[src/rtl/fetch_prefetch_queue.sv]
// fetch_prefetch_queue: instruction-fetch front end with a DEPTH-entry
// prefetch queue between instruction memory and decode.
// Optional self-modifying-code store snoop: define FETCH_SMC_SNOOP_EN.
//
// Handshakes:
//  - imem: a request is accepted, and imem_rdata is valid, in any cycle
//    with imem_req && !imem_wait. imem_addr is held while imem_wait is high.
//    A request may be withdrawn while imem_wait is high (redirect/snoop).
//  - decode: the head entry transfers in any cycle with if_valid && if_ready.
//    if_ready is ignored while if_valid is low.
module fetch_prefetch_queue #(
  parameter int              XLEN     = 32,
  parameter int              DEPTH    = 4,
  parameter logic [XLEN-1:0] RESET_PC = '0
) (
  input  logic                       clk,
  input  logic                       rst,
  output logic                       imem_req,
  output logic [XLEN-1:0]            imem_addr,
  input  logic                       imem_wait,
  input  logic [31:0]                imem_rdata,
  output logic                       if_valid,
  output logic [31:0]                if_instr,
  output logic [XLEN-1:0]            if_pc,
  input  logic                       if_ready,
  input  logic                       redirect,
  input  logic [XLEN-1:0]            redirect_pc,
  input  logic                       store_valid,
  input  logic [XLEN-1:0]            store_addr,
  input  logic [1:0]                 store_size,
  output logic [$clog2(DEPTH):0]     q_count
);

  localparam int PW = $clog2(DEPTH);
  localparam int CW = PW + 1;

  logic [XLEN-1:0] fetch_pc;
  logic [XLEN-1:0] pc_mem    [DEPTH];
  logic [31:0]     instr_mem [DEPTH];
  logic [PW-1:0]   rd_ptr;
  logic [PW-1:0]   wr_ptr;
  logic [CW-1:0]   count;

  logic            accept;
  logic            push;
  logic            pop;
  logic            snoop_flush;
  logic            head_hit;
  logic            fetch_hit;
  logic [CW-1:0]   flush_idx;
  logic [XLEN-1:0] flush_pc;

  // Redirect targets are forced word aligned, so the low bits are dropped.
  logic unused_redirect_bits;
  assign unused_redirect_bits = ^redirect_pc[1:0];

`ifdef FETCH_SMC_SNOOP_EN
  logic [XLEN-1:0] store_end;
  logic            unused_store_end_bits;

  // Last byte touched by the store; a store hits a word if either end lands in it.
  always_comb begin
    store_end = store_addr;
    case (store_size)
      2'b00:   store_end = store_addr;
      2'b01:   store_end = store_addr + XLEN'(1);
      default: store_end = store_addr + XLEN'(3);
    endcase
  end
  assign unused_store_end_bits = ^store_end[1:0];

  function automatic logic word_hit(input logic [XLEN-1:0] pc,
                                    input logic [XLEN-1:0] lo,
                                    input logic [XLEN-1:0] hi,
                                    input logic            sv);
    return sv && ((lo[XLEN-1:2] == pc[XLEN-1:2]) || (hi[XLEN-1:2] == pc[XLEN-1:2]));
  endfunction

  // Find the oldest queued entry hit by the store (scan youngest to oldest).
  always_comb begin
    snoop_flush = 1'b0;
    flush_idx   = '0;
    flush_pc    = fetch_pc;
    for (int k = DEPTH - 1; k >= 0; k--) begin
      if ((CW'(k) < count) &&
          word_hit(pc_mem[rd_ptr + PW'(k)], store_addr, store_end, store_valid)) begin
        snoop_flush = 1'b1;
        flush_idx   = CW'(k);
        flush_pc    = pc_mem[rd_ptr + PW'(k)];
      end
    end
  end

  assign head_hit  = snoop_flush && (flush_idx == '0);
  assign fetch_hit = imem_req && word_hit(fetch_pc, store_addr, store_end, store_valid);
`else
  logic unused_store;
  assign unused_store = ^{store_valid, store_addr, store_size};
  assign snoop_flush  = 1'b0;
  assign head_hit     = 1'b0;
  assign fetch_hit    = 1'b0;
  assign flush_idx    = '0;
  assign flush_pc     = fetch_pc;
`endif

  assign imem_addr = fetch_pc;
  assign imem_req  = rst && (count < CW'(DEPTH)) && !redirect && !snoop_flush;
  assign accept    = imem_req && !imem_wait;
  // An in-flight fetch overwritten by a store is dropped and reissued.
  assign push      = accept && !fetch_hit;
  assign if_valid  = (count != '0) && !head_hit;
  assign pop       = if_valid && if_ready;
  assign if_pc     = if_valid ? pc_mem[rd_ptr]    : '0;
  assign if_instr  = if_valid ? instr_mem[rd_ptr] : '0;
  assign q_count   = count;

  // Queue storage: write the accepted word at the tail.
  always_ff @(posedge clk) begin
    if (push) begin
      pc_mem[wr_ptr]    <= fetch_pc;
      instr_mem[wr_ptr] <= imem_rdata;
    end
  end

  // Fetch PC, pointers and occupancy; redirect beats snoop beats normal flow.
  always_ff @(posedge clk or negedge rst) begin
    if (!rst) begin
      fetch_pc <= RESET_PC;
      rd_ptr   <= '0;
      wr_ptr   <= '0;
      count    <= '0;
    end else if (redirect) begin
      fetch_pc <= {redirect_pc[XLEN-1:2], 2'b00};
      rd_ptr   <= '0;
      wr_ptr   <= '0;
      count    <= '0;
    end else if (snoop_flush) begin
      fetch_pc <= flush_pc;
      wr_ptr   <= rd_ptr + flush_idx[PW-1:0];
      if (pop) rd_ptr <= rd_ptr + PW'(1);
      count    <= flush_idx - CW'(pop);
    end else begin
      if (push) begin
        wr_ptr   <= wr_ptr + PW'(1);
        fetch_pc <= fetch_pc + XLEN'(4);
      end
      if (pop) rd_ptr <= rd_ptr + PW'(1);
      count <= count + CW'(push) - CW'(pop);
    end
  end

endmodule

[config.mk]
export PLATFORM = sky130hd
export DESIGN_NAME = fetch_prefetch_queue
export DESIGN_NICKNAME = d
export VERILOG_FILES = /design/src/rtl/fetch_prefetch_queue.sv
export SDC_FILE = /design/constraint.sdc
export NUM_CORES = 1
export LEC_CHECK = 0
export CORE_ASPECT_RATIO = 0.9
export CORE_MARGIN = 5
export CORE_UTILIZATION = 30
export CTS_BUF_LIST = sky130_fd_sc_hd__clkbuf_4
export DETAILED_ROUTE_END_ITERATION = 8
export GPL_TIMING_DRIVEN = 0
export SETUP_SLACK_MARGIN = 0.3
export SLEW_MARGIN = 25
export SYNTH_ARGS = -nofsm -noshare
export SYNTH_HDL_FRONTEND = slang
export SYNTH_SLANG_ARGS = --single-unit
[constraint.sdc]
create_clock -name clk -period 7.64 [get_ports clk]
set_input_delay 1.528 -clock clk [delete_from_list [all_inputs] [get_ports clk]]
set_output_delay 1.528 -clock clk [all_outputs]
set_load 0.01 [all_outputs]
## Yosys cells after proc, flatten, opt, wreduce, memory -nomap -nowiden

Memory sizes are Yosys's and may differ from the RTL's.
Cells that the tools add are included.

- Register bits after elaboration: 39
- RAM bits: 256
- Input port bits: 104
- Output and inout port bits: 101
- Word-level logic and storage cells: 32
- Memories: 2

Memory list:

| memory | words | width | rd ports | clocked after Yosys merged registers in | wr ports | RTL line | source |
|---|---|---|---|---|---|---|---|
| instr_mem | 4 | 32 | 1 | 0 | 1 | 39 | `logic [31:0] instr_mem [DEPTH];` |
| pc_mem | 4 | 32 | 1 | 0 | 1 | 38 | `logic [XLEN-1:0] pc_mem [DEPTH];` |

- Add/subtract/negate cells: 5
- Magnitude comparators: 1
- Mux-type cells: 11
- Reduce and logical (&&, ||, !) cells: 9

Operators by type and width:

| kind | count |
|---|---|
| 32-bit two-way mux | 4 |
| 32-bit by 3-bit adder with 32-bit output, second input constant | 1 |
| 2-bit two-way mux | 4 |
| 2-bit by 1-bit adder with 2-bit output, second input constant | 2 |
| 1-bit logical AND | 4 |
| 2-bit nonzero test | 2 |
| 3-bit by 1-bit adder with 3-bit output | 1 |
| 3-bit less-than comparator, second input constant | 1 |
| 3-bit two-way mux | 1 |
| 3-bit nonzero test | 1 |
| 3-bit by 1-bit subtractor with 3-bit output | 1 |
| 1-bit zero test | 2 |
| 1-bit two-way mux | 2 |

## Depth between registers and ports, before layout

- Depth after elaboration: 7
- Gate-level depth with buffers: 10
- Depth with buffers taken out: 10

## Worst setup path before layout

Ideal clock, no wire load.

- Path type: input to output
- Start: input port redirect
- End: output port imem_req
- Arrival time: 2.509 ns
- Data required time: 6.112 ns
- Slack: 3.603 ns
- Stages on the path: 4
- Buffers on the path: 3
- Cells stage by stage: clkbuf_1 clkbuf_1 clkbuf_1 nor2_1

- Cells in the longest elaborated chain, start to end: 2

RTL lines:

| what | RTL line | source |
|---|---|---|
| from (decl) | 26 | `input logic redirect,` |
| 1-bit zero test | 107 | `assign imem_req = rst && (count < CW'(DEPTH)) && !redirect && !snoop_flush;` |
| 1-bit logical AND | 107 |  |
| to (decl) | 18 | `output logic imem_req,` |

No other way between the ends.

## Worst setup path after layout

Ends and elaborated chain as after synthesis.

==> PnR_summary.wiki <==
{| class="wikitable"
! Metric !! Value
|-
| Class of the tightest hold or removal check || reg2reg
|-
| Maximum buffer depth of the clock tree || 3
|-
| Ranking of synthesized cells by area || sky130_fd_sc_hd__edfxtp_1 64%, sky130_fd_sc_hd__mux4_2 12%, sky130_fd_sc_hd__dfrtp_1 8.0%, sky130_fd_sc_hd__and2_1 3.6%, sky130_fd_sc_hd__xnor2_1 1.7%
|-
| Main combinational cell family by area after synthesis || multiplexers
|-
| End point of the worst hold path || wr_ptr[1]
|-
| Number of antenna violations at the first check in global routing || 1
|-
| Relative slew margins || 44.56%
|-
| Data required time at the worst endpoint || 6.11 ns
|-
| Proportion of layout cells with a drive suffix above 1 || 23.21%
|-
| Remaining design rule violation count || 0
|-
| Number of max-capacitance violations reported || 0
|-
| Routed WL per cell || 19.98 µm
|-
| Worst Path Max Fanout || 10
|-
| Result of the run || completed
|-
| Clock transition at the registers of the reported paths || 0.06 ns
|-
| Final Hold Violating Endpoints || 0
|-
| Share of flip-flops with an asynchronous set or reset after synthesis || 12.98%
|-
| Area growth syn-to-layout || 28.76%
|-
| Die width || 217.0 µm
|-
| Path depth of the worst reg2reg path || 10
|-
| Core region area || 0.03820 mm²
|-
| Number of buffers created by CTS || 77
|-
| I/O pin total || 205
|-
| Cell Pwr Density || 302.6 mW/mm²
|-
| Peak supply drop || 0.0001262 V
|-
| Syn Inst Count || 639
|-
| CTS tree || yes
|-
| Overall track demand over capacity in global routing || 13.58%
|-
| Total number of H-tree levels || 3
|-
| Count of state elements after synthesis || 285
|-
| WHS Path Cells || 2
|-
| Site row count || 68
|-
| Clock Sink Count || 285
|-
| Arrival time at the worst endpoint || 3.50 ns
|-
| Clock network latency to the later pin of the worst-skew pair || 0.72 ns
|-
| Worst setup margin || 2.612 ns
|-
| Fmax || 0.1989 GHz
|-
| Slew of the pin with the lowest slew margin || 0.8316 ns
|-
| Kind of launch point of the worst setup path || input pin
|-
| Vias per inst || 4.623
|-
| Mean cell area of the mapped netlist || 18.10 µm²
|-
| Slowest CP cell || sky130_fd_sc_hd__clkbuf_1
|-
| Slowest stage delay, CP || 0.54 ns
|-
| Number of global-route vias before repair || 7214
|-
| Simple-Gate Fraction of Synth Area || 8.804%
|-
| Clock period minus final worst setup slack || 5.028 ns
|-
| Commonest cells post-synth || 248 x sky130_fd_sc_hd__edfxtp_1, 67 x sky130_fd_sc_hd__and2_1, 62 x sky130_fd_sc_hd__mux4_2
|-
| Starting density of the core || 30.28%
|-
| Flop pwr share || 40.4%
|-
| Leading area contributor after synthesis || sky130_fd_sc_hd__edfxtp_1
|-
| Setup Fix Bufs, Post-CTS || 0
|-
| Area of the die || 0.04260 mm²
|-
| Cell-internal power || 3.191 mW
|-
| Most frequent cell on the critical path || sky130_fd_sc_hd__clkbuf_1
|-
| TritonRoute pass-1 iters || 4
|-
| Wire length of the first global-routing pass || 43540 µm
|-
| Most used flip-flop cell after synthesis || sky130_fd_sc_hd__edfxtp_1
|-
| Area share of the largest cell type after synthesis || 64.37%
|-
| Height of the die || 196.3 µm
|-
| Buffering stage count on the worst path with inverters included || 4
|-
| Cell area after synthesis || 0.01157 mm²
|-
| Setup repair after global routing missed its margin || false
|-
| # setup viols final || 0
|-
| HPWL after DPL || 18600 µm
|-
| Reg-to-Reg Start || q_count[1]
|-
| Proportion of total power due to net switching || 29.22%
|-
| Relative contribution of combinational cells to total power || 30.2%
|-
| Total leakage power || 4.936 nW
|-
| Pin count of the biggest net entering global routing || 35
|-
| Adder and majority gate portion of the synthesized area || 0.9301%
|-
| Post-Route Skew || 0.02269 ns
|-
| Mux contribution to synthesized area || 12.16%
|-
| Global placer's final weighted congestion || 0.7483
|-
| Vias after detailed routing || 6653
|-
| Switch Pwr || 1.317 mW
|-
| Worst Setup End Kind || primary output
|-
| Antenna Violating Nets Remaining || 0
|-
| Final hold slack || 0.6062 ns
|-
| Total number of yosys warnings || 0
|-
| Cells resized by post-CTS repair || 0
|-
| Final number of max-transition violations || 0
|-
| Reg-to-reg endpoint || q_count[2]
|-
| Total number of nets in the final design || 1000
|-
| EDFF count, synth || 248
|-
| Origin of the worst min-delay path || wr_ptr[1]
|-
| R2r setup slk || 4.76 ns
|-
| Worst-case setup slack after placement || 2.601 ns
|-
| Yosys cell types || 45
|-
| Core utilization of the finished layout || 38.99%
|-
| CP delay by family, top || buffers and inverters
|-
| Leading cell type by number of instances after synthesis || sky130_fd_sc_hd__edfxtp_1
|-
| Fill cell total of the finished layout || 3628
|-
| Period utilisation layout || 65.81%
|-
| Library cell used as clock root buffer || sky130_fd_sc_hd__clkbuf_4
|-
| Compound-cell area share of the yosys netlist || 1.698%
|-
| Count of buffers from port buffering || 162
|-
| Number of hold buffers added after CTS || 0
|-
| Xor and xnor fraction of the mapped netlist area || 2.196%
|-
| Setup TNS Final || 0 ns
|-
| Congestion Overflow GR || 0
|-
| Detailed-route wire length || 28750 µm
|-
| First-iteration detailed-routing DRC count || 365
|-
| Chain of cells forming the critical path || clkbuf_1 > clkbuf_1 > clkbuf_1 > nor2_1 > clkdlybuf4s50_1
|-
| Start-to-end type of the worst setup path || in2out
|-
| Sequential element share of the synthesized area || 72.38%
|-
| Clock network fraction of total power || 29.5%
|}
layer usage:
layer	GRT usage (%)	share of wire, %	vias up	wire length [µm]
met3	3.981	6.4	47	1829
met2	21.07	46	220	13330
met5	0	0	-	0
met1	18.13	45	3369	12880
met4	5.242	2.5	0	708
li1	-	-	3017	-
worst register-to-register path, cell delays in order (launching register included):
cell,delay [ns]
sky130_fd_sc_hd__dfrtp_1,0.45
sky130_fd_sc_hd__or3_1,0.37
sky130_fd_sc_hd__clkbuf_1,0.37
sky130_fd_sc_hd__and2_1,0.40
sky130_fd_sc_hd__ha_1,0.32
sky130_fd_sc_hd__inv_1,0.06
sky130_fd_sc_hd__ha_1,0.13
sky130_fd_sc_hd__inv_1,0.04
sky130_fd_sc_hd__fa_1,0.37
sky130_fd_sc_hd__xnor2_1,0.17
sky130_fd_sc_hd__nor2_1,0.05
state kept, by name, summed over array words and instances (netlist names):
register	count
instr_mem	128
pc_mem	120
imem_addr	30
q_count	3
rd_ptr	2
wr_ptr	2
cells by family after synthesis:
| family | Yosys count |
|---|---|
| and+or+nand+nor | 172 |
| xor gates and xnor gates | 29 |
| DFF | 285 |
| buffers and inverters | 47 |
| adders and majority gates | 8 |
| muxes | 63 |
| other | 1 |
| AOI/OAI and AO/OA | 34 |
how the worst max path moves through the flow:
| stage | start | to | cells past startpoint |
|---|---|---|---|
| after floorplan | redirect | imem_req | 4 |
| after global placement | rst | instr_mem[0][6] | 4 |
| after detailed placement | redirect | imem_req | 5 |
| final | redirect | imem_req | 5 |
| after global routing | rd_ptr[0] | if_pc[16] | 5 |
| after CTS | rd_ptr[0] | if_pc[16] | 5 |
area by class of cell:
class | instances | area, µm² | area share (%)
Timing Repair Buffer | 167 | 1717 | 11.52
Tap cell | 490 | 613.1 | 4.116
Clock inverter | 29 | 147.6 | 0.9912
Multi-Input combinational cell | 310 | 3008 | 20.19
Antenna cell | 1 | 2.502 | 0.01680
Inverter | 11 | 41.29 | 0.2772
Buffer | 36 | 167.7 | 1.126
Clock buffer | 110 | 825.8 | 5.544
Sequential cell | 285 | 8373 | 56.21
power by group through the flow:
stage          logic [mW]  clock network (mW)  registers [mW]
2_1_floorplan       0.674                   0            1.84
3_3_place_gp         1.40                   0            1.85
3_5_place_dp         1.41                   0            1.85
4_1_cts              1.42                1.39            1.82
5_1_grt              1.48                1.48            1.83
6_report             1.36                1.33            1.82
metrics by stage:
stage                     cells  total power, mW  cell area (µm²)
after global routing       1439            4.781            14900
after floorplan             642            2.516            11580
after CTS                  1438            4.631            14890
after global placement     1294            3.254            13810
final                      1439            4.508            14900
after detailed placement   1299            3.265            13920
layout by cell type (no fill, tap or decap), types with 8 or more instances in the layout:
cell type and n:
sky130_fd_sc_hd__edfxtp_1 248, sky130_fd_sc_hd__clkdlybuf4s50_1 161, sky130_fd_sc_hd__clkbuf_4 110, sky130_fd_sc_hd__and2_1 63
sky130_fd_sc_hd__mux4_2 62, sky130_fd_sc_hd__dfrtp_1 37, sky130_fd_sc_hd__nand2_1 36, sky130_fd_sc_hd__xnor2_1 23
sky130_fd_sc_hd__clkbuf_1 22, sky130_fd_sc_hd__nor2_1 19, sky130_fd_sc_hd__clkinv_1 19, sky130_fd_sc_hd__o21ai_0 18
sky130_fd_sc_hd__inv_1 11, sky130_fd_sc_hd__buf_2 9, sky130_fd_sc_hd__o21ai_1 8
Power figures use the tool's default switching activity.
==> patch 1: new RTL, same settings <==
The option `FETCH_SMC_SNOOP_EN` is turned on by a define.
--- a/src/rtl/fetch_prefetch_queue.sv
+++ b/src/rtl/fetch_prefetch_queue.sv
@@ -8,6 +8,8 @@
 //    A request may be withdrawn while imem_wait is high (redirect/snoop).
 //  - decode: the head entry transfers in any cycle with if_valid && if_ready.
 //    if_ready is ignored while if_valid is low.
+`define FETCH_SMC_SNOOP_EN
+
 module fetch_prefetch_queue #(
   parameter int              XLEN     = 32,
   parameter int              DEPTH    = 4,
Behaviour: not the same (Yosys sat finds a counterexample within 4 cycles, from zero or initial values and one cycle with rst low).
==> patch 1 against the original RTL <==
- synthesized cell count grew to 2.9 times the old value
- combinational power rose to 2.8 times the old value
- cell area is 80% higher
- power is 55% higher
- die area rose by 80%
- wire length rose to 3.6 times the old value
- setup slack worse by 2.3 ns
- area after synthesis up 85%
- sequential cell count up 10
- largest power group is now combinational cells
==> patch 1: results <==
{
  "status": "completed",
  "multi_input_comb_cells": 1373,
  "grtUsageMet3_pct": 8.622,
  "r2r_slack_ns": 1.10,
  "reg2reg_depth": 24,
  "port_buffers": 190,
  "dr.pass1.iters": 6,
  "synth_commonest_cells": "edfxtp_1, xnor2_1, nand2_1",
  "final_nets": 2302,
  "viasPerCell": 5.842,
  "wl_met2_um": 45450,
  "wire_per_inst_um": 32.76,
  "grt_max_degree": 34,
  "fmaxAchievable_mhz": 136.1,
  "tightest_slew_ns": 1.032,
  "drtIter0Drc": 2394,
  "drive_gt1_share_pct": 24.04,
  "pg_clk_mw": 1.28,
  "crit_arrival_ns": 5.82,
  "antenna_found_initial": 9,
  "ff_latch_area_um2": 8663,
  "dp_slack_ns": -2.100,
  "grt_pass1_wl_um": 143600,
  "synth_xor_area_share_pct": 14.98,
  "buffers": 397,
  "track_usage_pct": 26.18,
  "nFillCells": 6902
}
[patch 1: cell types whose count changed after synthesis, moves of 44 or more]
cell / unedited run / this run
a21oi_1: 1 / 46
mux2_2: 0 / 50
mux2i_1: 1 / 92
nand2_1: 36 / 124
nand4_1: 5 / 59
nor2_1: 19 / 119
o21ai_0: 18 / 62
xnor2_1: 23 / 181
xor2_1: 6 / 78
[patch 1: worst min-delay path by stage]
stage                        startpoint            end  slack, ns  cells after the start
final                      imem_addr[0]   pc_mem[2][0]       0.56                      0
after global routing      imem_addr[28]  pc_mem[3][28]       0.59                      0
after CTS                  imem_addr[0]   pc_mem[2][0]       0.56                      0
after detailed placement   imem_addr[0]   pc_mem[0][0]       0.56                      0
after global placement     imem_addr[0]   pc_mem[1][0]       0.54                      0
after floorplan           imem_addr[13]  pc_mem[0][13]       0.56                      0
[patch 1: through the flow]
step,std cells,power (mW)
floorplan,1841,3.799
global placement,2971,5.363
detailed placement,2978,5.365
CTS,3174,6.894
global route,3179,7.210
finish,3185,6.976
==> patch 2: new RTL, same flow settings <==
Without the edit above. Register the output `q_count` once more, cleared by the reset; this adds one clock of latency there. The other outputs are not delayed to match.
--- a/src/rtl/fetch_prefetch_queue.sv
+++ b/src/rtl/fetch_prefetch_queue.sv
@@ -112,7 +112,13 @@
   assign pop       = if_valid && if_ready;
   assign if_pc     = if_valid ? pc_mem[rd_ptr]    : '0;
   assign if_instr  = if_valid ? instr_mem[rd_ptr] : '0;
-  assign q_count   = count;
+  always_ff @(posedge clk or negedge rst) begin
+    if (!rst) begin
+      q_count <= '0;
+    end else begin
+      q_count <= count;
+    end
+  end
 
   // Queue storage: write the accepted word at the tail.
   always_ff @(posedge clk) begin
Function: changed (a bounded check fails within 4 cycles, from zero or initial values and one cycle with rst low).
==> patch 2 against the original RTL <==
- maximum frequency is 1.5% lower
- area after synthesis is 0.65% higher
- synthesized cell count is 0.47% higher
- cell area is 0.90% higher
- sequential cell count is 3 higher
- power is 0.45% lower
- setup slack worse by 0.074 ns
- wire length is 1.9% lower
- clock power is 3% lower
- utilization is 0.18 points higher
- largest cell class unchanged
- final cell count is 2.3% higher
- largest power group unchanged
==> patch 2: results <==
{
  "route.vias.total": 6555,
  "internal_power_mw": 3.200,
  "synth_commonest_cells": "edfxtp_1, and2_1, mux4_2",
  "wl_met2_um": 13180,
  "synth_area_leaders": "edfxtp_1, mux4_2, dfrtp_1",
  "synthMuxAreaShare_pct": 12.08,
  "max_slew_margin_pct": 44.28,
  "slowest_stage": "buf_1",
  "hpwl_um": 18900,
  "ys_seq_area_share_pct": 72.56,
  "post_cts_buffers": 0,
  "numCtsBuffers": 76,
  "drt-met1-wl_um": 12320,
  "final_nets": 1004,
  "routed.top_layer": "met4",
  "viasPerCell": 4.453,
  "p_leak_nw": 4.965,
  "ir_drop_v": 0.0001188,
  "dp_slack_ns": 2.549,
  "avgSynthCellArea_um2": 18.14,
  "grt_use_met2_pct": 20.66,
  "routed-wl-met3_um": 2095,
  "grtUsageMet3_pct": 4.208,
  "grt_max_degree": 41,
  "drive_gt1_share_pct": 22.83,
  "routed_wl_um": 28200,
  "status": "completed",
  "grt_pass1_wl_um": 42890,
  "path_clk_slew_ns": 0.06,
  "place.gp.congestion": 0.7689,
  "synthArstFlopShare_pct": 13.89,
  "dp_cells": 1339,
  "placed_area_um2": 14090,
  "grt_pass1_vias": 7046,
  "fin_area_um2": 15030,
  "grt_use_met1_pct": 17.73,
  "track_usage_pct": 13.35,
  "synth_xor_area_share_pct": 2.181,
  "finalClockSkew_ns": 0.04526,
  "drtIter0Drc": 378,
  "synth_compound_area_share_pct": 1.687
}
==> patch 2: path summary, 6_finish.rpt <==
kind | cells after the start | end | slack [ns] | start
worst max-delay path | 5 | imem_req | 2.54 | redirect
worst max register to register | 10 | count[2] | 4.76 | count[2]
worst min-delay path | 0 | q_count[0] | 0.45 | count[0]
max in group asynchronous | 2 | imem_addr[11] | 6.39 | rst
worst min register to register | 0 | q_count[0] | 0.45 | count[0]
min in group asynchronous | 1 | q_count[0] | 0.73 | rst
==> patch 2: kinds of logic after synthesis <==
| family | Yosys count |
|---|---|
| muxes | 63 |
| DFF | 288 |
| AOI/OAI and AO/OA | 34 |
| and+or+nand+nor | 172 |
| xor gates and xnor gates | 29 |
| buffers and inverters | 47 |
| other | 1 |
| adders and majority gates | 8 |
==> patch 2: worst max-delay path, delay by kind of cell <==
family                 cells  cell delay (ns)
and+or+nand+nor            1             0.14
buffers and inverters      4             1.89
==> patch 2: layout make-up <==
class                   count  area share (%)
clock buffers             109           5.445
clock inverters            23          0.8159
diodes                      1         0.01665
plain buffers              36           1.116
repair buffers            169           11.74
multi-input cells         310           20.01
inverters                  11          0.2747
well taps                 525           4.371
flip-flops and latches    288           56.21
==> patch 2: power groups by stage <==
| stage | clock, mW | sequential (mW) | combinational [mW] |
|---|---|---|---|
| 4_1_cts | 1.36 | 1.84 | 1.41 |
| 5_1_grt | 1.44 | 1.85 | 1.48 |
| 6_report | 1.29 | 1.84 | 1.35 |
| 3_3_place_gp | 0 | 1.88 | 1.40 |
| 2_1_floorplan | 0 | 1.86 | 0.674 |
| 3_5_place_dp | 0 | 1.87 | 1.40 |
